--- src/rtl/instr_fetch_ctrl_if.sv ---
// Fetch bus: instruction-memory port, decode-side valid/ready queue head,
// and the branch/jump redirect request.
interface instr_fetch_ctrl_if;
  logic [63:0] inst_addr;
  logic [31:0] inst_data;
  logic        out_valid;
  logic        out_ready;
  logic [31:0] out_instr;
  logic [63:0] out_pc;
  logic        redirect_valid;
  logic [63:0] redirect_pc;

  modport master (
    output inst_addr, out_valid, out_instr, out_pc,
    input  inst_data, out_ready, redirect_valid, redirect_pc
  );

  modport slave (
    input  inst_addr, out_valid, out_instr, out_pc,
    output inst_data, out_ready, redirect_valid, redirect_pc
  );
endinterface

--- src/rtl/instr_fetch_ctrl.sv ---
// Fetch sequencer: owns the PC, fetches from a combinational instruction
// memory and buffers words in a 2-entry queue consumed by decode.
module instr_fetch_ctrl #(
  parameter logic [63:0] RESET_PC  = 64'h0,
  parameter logic [63:0] MEM_BYTES = 64'd148
) (
  input  logic               clk,
  input  logic               reset_n,
  input  logic               start,
  output logic               done,
  instr_fetch_ctrl_if.master bus
);

  typedef enum logic [1:0] {S_IDLE, S_RUN, S_DRAIN, S_DONE} state_t;

  typedef struct packed {
    logic [31:0] instr;
    logic [63:0] pc;
  } entry_t;

  state_t      state_q, state_d;
  logic [63:0] pc_q, pc_d;
  logic [1:0]  cnt_q, cnt_d;
  entry_t      head_q, head_d;
  entry_t      tail_q, tail_d;
  logic        done_q, done_d;

  logic        pop, push, redir, start_ok;
  logic [63:0] pc_inc;
  entry_t      fetched;

  // Next-state: queue push/pop, PC advance, FSM, then redirect and start
  // overrides (start has the final word so it beats a redirect in DONE).
  always_comb begin
    state_d  = state_q;
    pc_d     = pc_q;
    cnt_d    = cnt_q;
    head_d   = head_q;
    tail_d   = tail_q;
    done_d   = done_q;

    pop      = (cnt_q != 2'd0) && bus.out_ready;
    push     = (state_q == S_RUN) && ((cnt_q < 2'd2) || pop);
    pc_inc   = pc_q + 64'd4;
    fetched.instr = bus.inst_data;
    fetched.pc    = pc_q;
    redir    = bus.redirect_valid && (state_q != S_IDLE);
    start_ok = start && ((state_q == S_IDLE) || (state_q == S_DONE));

    // Head is always entry 0; tail only meaningful when count==2.
    if (pop && push) begin
      if (cnt_q == 2'd2) begin
        head_d = tail_q;
        tail_d = fetched;
      end else begin
        head_d = fetched;
      end
    end else if (pop) begin
      head_d = tail_q;
      cnt_d  = cnt_q - 2'd1;
    end else if (push) begin
      if (cnt_q == 2'd0) head_d = fetched;
      else               tail_d = fetched;
      cnt_d = cnt_q + 2'd1;
    end

    case (state_q)
      S_RUN: begin
        if (push) begin
          pc_d = pc_inc;
          if (pc_inc >= MEM_BYTES) state_d = S_DRAIN;
        end
      end
      S_DRAIN: if (cnt_d == 2'd0) state_d = S_DONE;
      default: ;
    endcase

    // Redirect flushes whatever is left after this cycle's pop and drops
    // the in-flight fetch, so nothing stale follows the redirect edge.
    if (redir) begin
      cnt_d   = 2'd0;
      pc_d    = bus.redirect_pc & ~64'h3;
      state_d = (pc_d < MEM_BYTES) ? S_RUN : S_DRAIN;
    end

    if (start_ok) begin
      state_d = S_RUN;
      pc_d    = RESET_PC;
      cnt_d   = 2'd0;
    end

    done_d = (state_d == S_DONE);
  end

  // State registers, cleared asynchronously.
  always_ff @(posedge clk or negedge reset_n) begin
    if (!reset_n) begin
      state_q <= S_IDLE;
      pc_q    <= RESET_PC;
      cnt_q   <= 2'd0;
      head_q  <= '0;
      tail_q  <= '0;
      done_q  <= 1'b0;
    end else begin
      state_q <= state_d;
      pc_q    <= pc_d;
      cnt_q   <= cnt_d;
      head_q  <= head_d;
      tail_q  <= tail_d;
      done_q  <= done_d;
    end
  end

  assign bus.inst_addr = pc_q;
  assign bus.out_valid = (cnt_q != 2'd0);
  assign bus.out_instr = head_q.instr;
  assign bus.out_pc    = head_q.pc;
  assign done          = done_q;

endmodule

--- src/flat_wrapper.sv ---
// flat-port wrapper written by rule: the top's interface ports become plain ports
module instr_fetch_ctrl_flat 
#(
  parameter logic [63:0] RESET_PC  = 64'h0,
  parameter logic [63:0] MEM_BYTES = 64'd148
)
  (clk, reset_n, start, done, bus_inst_addr, bus_out_valid, bus_out_instr, bus_out_pc, bus_inst_data, bus_out_ready, bus_redirect_valid, bus_redirect_pc);
  instr_fetch_ctrl_if bus_i ();
  input  logic clk;
  input  logic reset_n;
  input  logic start;
  output logic done;
  output wire logic [$bits(bus_i.inst_addr)-1:0] bus_inst_addr;
  output wire logic [$bits(bus_i.out_valid)-1:0] bus_out_valid;
  output wire logic [$bits(bus_i.out_instr)-1:0] bus_out_instr;
  output wire logic [$bits(bus_i.out_pc)-1:0] bus_out_pc;
  input wire logic [$bits(bus_i.inst_data)-1:0] bus_inst_data;
  input wire logic [$bits(bus_i.out_ready)-1:0] bus_out_ready;
  input wire logic [$bits(bus_i.redirect_valid)-1:0] bus_redirect_valid;
  input wire logic [$bits(bus_i.redirect_pc)-1:0] bus_redirect_pc;
  assign bus_inst_addr = bus_i.inst_addr;
  assign bus_out_valid = bus_i.out_valid;
  assign bus_out_instr = bus_i.out_instr;
  assign bus_out_pc = bus_i.out_pc;
  assign bus_i.inst_data = bus_inst_data;
  assign bus_i.out_ready = bus_out_ready;
  assign bus_i.redirect_valid = bus_redirect_valid;
  assign bus_i.redirect_pc = bus_redirect_pc;
  instr_fetch_ctrl #(.RESET_PC(RESET_PC), .MEM_BYTES(MEM_BYTES)) u_core (.clk(clk), .reset_n(reset_n), .start(start), .done(done), .bus(bus_i));
endmodule
--- config.mk ---
export PLATFORM = sky130hd
export DESIGN_NAME = instr_fetch_ctrl_flat
export DESIGN_NICKNAME = d
export VERILOG_FILES = /design/src/rtl/instr_fetch_ctrl_if.sv /design/src/rtl/instr_fetch_ctrl.sv /design/src/flat_wrapper.sv
export SDC_FILE = /design/constraint.sdc
export NUM_CORES = 1
export LEC_CHECK = 0
export CORE_MARGIN = 1.5
export CORE_UTILIZATION = 57
export DETAILED_ROUTE_END_ITERATION = 10
export GPL_TIMING_DRIVEN = 0
export PLACE_DENSITY = 0.95
export REMOVE_ABC_BUFFERS = 1
export SYNTH_ARGS = -nofsm -noshare
export SYNTH_HDL_FRONTEND = slang
export SYNTH_SLANG_ARGS = --single-unit
--- constraint.sdc ---
create_clock -name clk -period 6.6 [get_ports clk]
set_clock_uncertainty 0.05 [all_clocks]
set_input_delay 0.99 -clock clk [delete_from_list [all_inputs] [get_ports clk]]
set_output_delay 0.99 -clock clk [all_outputs]
set_load 0.005 [all_outputs]
==> run metrics <==
Slowest cell on crit path nor3_2; Crit path buffers/inverters 0; final setup fails 0; cells along the critical path nand4_1 > nor3_2 > nand2_1 > or4_1 > a21oi_1 > nand3_1 > nor4_4 > a31oi_1 > and3b_1; max_cap viols 0; fin crit period 3920 ps; GR Overflow Total 0; EDFF count, synth 0; Clock Latency Late Sink 530 ps; syn_area_per_cell 9.09 µm²; Post-synth top cells dfrtp_1 (255), nand2_1 (233), nor2_1 (198), clkbuf_1 (92), a31oi_1 (91); FP Rows 56; ANT cells 0; Tcrit/Tclk final 0.593; Setup CP Type register to register; Synth Flop Type dfrtp_1; largest net degree at the start of global routing 95; crit end category register; Routed WL per cell 21.7 µm; I/O Buffers 256; max-slew violations 0; Die H 157 µm; top cells by area, synth dfrtp_1 (47%), mux2_2 (7.2%), nand2_1 (6.5%); total power 0.00859 W; hold_ws 359 ps; Final ANT Viol Nets 0; initial cell density of the core 0.579; Crit path max-delay family simple AND/OR/NAND/NOR gates; H-tree Lvls 1; Yosys reg bits 255; die area 24,700 µm²; most frequent cell after synthesis dfrtp_1; P&R area growth vs syn 26.7%; Worst Hold Class input port to asynchronous set/reset pin; Max VDD drop 0.000647 V; headroom to the max-slew limit 0.359; core area 23,400 µm²; vias in the first global route 12.4k; CTS tree yes; DRT Wirelength 43.4 mm; Clock transition at path regs 70 ps; clock sink count 255; asr flop ratio synth 1.00; worst slew pin tran 961 ps; DRC errors left 0; CP max FO 11; Yosys top cell area share 0.471; power per cell area 500 nW/µm²; dpl hpwl 30.2 mm; layout cells sized above 1 0.101; global-route wire length before repair 67.7 mm; post-synth top area cell dfrtp_1; final hold vios 0; CTS root buf clkbuf_16; # Post-CTS Setup Buffers 0; Worst setup SP type register; die width 157 µm; post-CTS sizing 0; final weighted congestion in routability-driven placement 0.933; DRT iter0 DRCs 1,401; status finished, final reports clean; GRT Util Overall 0.347; Worst EP arrival 4290 ps; hold buffers post-CTS 0; post-synthesis sequential area ratio 0.471; distinct cell type count after synthesis 66; Vias 12.6k; Nets 1,769; Longest Clk Path Bufs 3; netlist area before placement 13,600 µm²; Synth warnings 0; CP max stage delay 630 ps; RSZ-0062 raised after global routing false; Final Util 0.734; io pins 263; DR pass1 iterations 6; Req. time, crit path 6970 ps; Fill cells 1,672; vias per std cell 6.30; cts bufs inserted 26; Mapped Cells 1,492; Max Freq 255 MHz; initial antenna violation count 0; LEAKAGE 6.71 nW
[kinds of logic (layout without fill, tap and decap cells)]
kind of cell | Yosys count | in the layout | share of synthesized area
adder cells (fa/ha/maj) | 10 | 10 | 0.00923
XOR/XNOR | 57 | 57 | 0.0368
AO/OA/AOI/OAI | 256 | 256 | 0.126
multiplexers | 91 | 91 | 0.0753
buffers and inverters | 151 | 331 | 0.0476
flip-flops | 255 | 255 | 0.471
AND/OR/NAND/NOR | 671 | 671 | 0.234
other | 1 | 4 | 0.000277
[final timing paths]
path | start | endpoint | slack [ps] | cells after the start
worst max-delay path | u_core.bus.inst_addr[8] | u_core.done | 2680 | 9
worst min register to register | u_core.tail_q[38] | u_core.tail_q[38] | 430 | 2
worst min-delay path | reset_n | u_core.bus.out_pc[35] | 360 | 1
worst max register to register | u_core.bus.inst_addr[8] | u_core.done | 2680 | 9
min in group clk | u_core.tail_q[38] | u_core.tail_q[38] | 430 | 2
max in group asynchronous | reset_n | u_core.bus.out_pc[7] | 5270 | 2
[where the power goes]
part	leakage [nW]	internal [W]	switching, W
logic	3.20	0.00191	0.00186
clock network	0.429	0.000908	0.000629
registers	3.08	0.00234	0.000944
[registers in the layout (all words and copies together), names as in the netlist]
| signal | flops |
|---|---|
| u_core.bus.inst_addr | 62 |
| u_core.bus.out_instr | 32 |
| u_core.bus.out_pc | 62 |
| u_core.cnt_q | 2 |
| u_core.done | 1 |
| u_core.state_q | 2 |
| u_core.tail_q | 94 |
[placed cells by master, fill, tap and decap left out, drive strengths merged, types with 10 or more instances in the layout]
master and n:
a21oi 14, xor2 22, nor3 34, and3 14, or3 21, xnor2 35
clkdlybuf4s50 255, dfrtp 255, buf 14, a211oi 48, clkbuf 35, nand2 233
a31oi 91, nor2 198, a311oi 23, nand4 36, nand3 49, ha 10
inv 17, mux2 88, nor4 42, o21ai 40
[through the flow]
stage / cell area [µm²] / setup WS [ps] / std cells / setup TNS [ps]
2_1_floorplan: 13000 / -2400 / 1361 / -223120
6_report: 17200 / 2680 / 1994 / 0
3_5_place_dp: 16300 / 2650 / 1949 / 0
4_1_cts: 17200 / 2760 / 1994 / 0
3_3_place_gp: 16000 / -7070 / 1936 / -2254610
5_1_grt: 17200 / 2510 / 1994 / 0
[routing by layer]
metal,part of all wire,track usage,vias up
met5,0,0,-
met1,0.40,0.455,6159
met2,0.49,0.590,653
li1,-,-,5645
met4,0.026,0.0997,0
met3,0.088,0.0600,102
[final cells by class]
| class | count | area (µm²) | share of cell area |
|---|---|---|---|
| flip-flops and latches | 255 | 6380 | 0.372 |
| well taps | 319 | 399 | 0.0232 |
| multi-input cells | 1089 | 6600 | 0.384 |
| clock inverters | 10 | 138 | 0.00801 |
| clock buffers | 35 | 746 | 0.0434 |
| repair buffers | 269 | 2840 | 0.166 |
| inverters | 17 | 63.8 | 0.00372 |
Power figures use the tool's default switching activity.
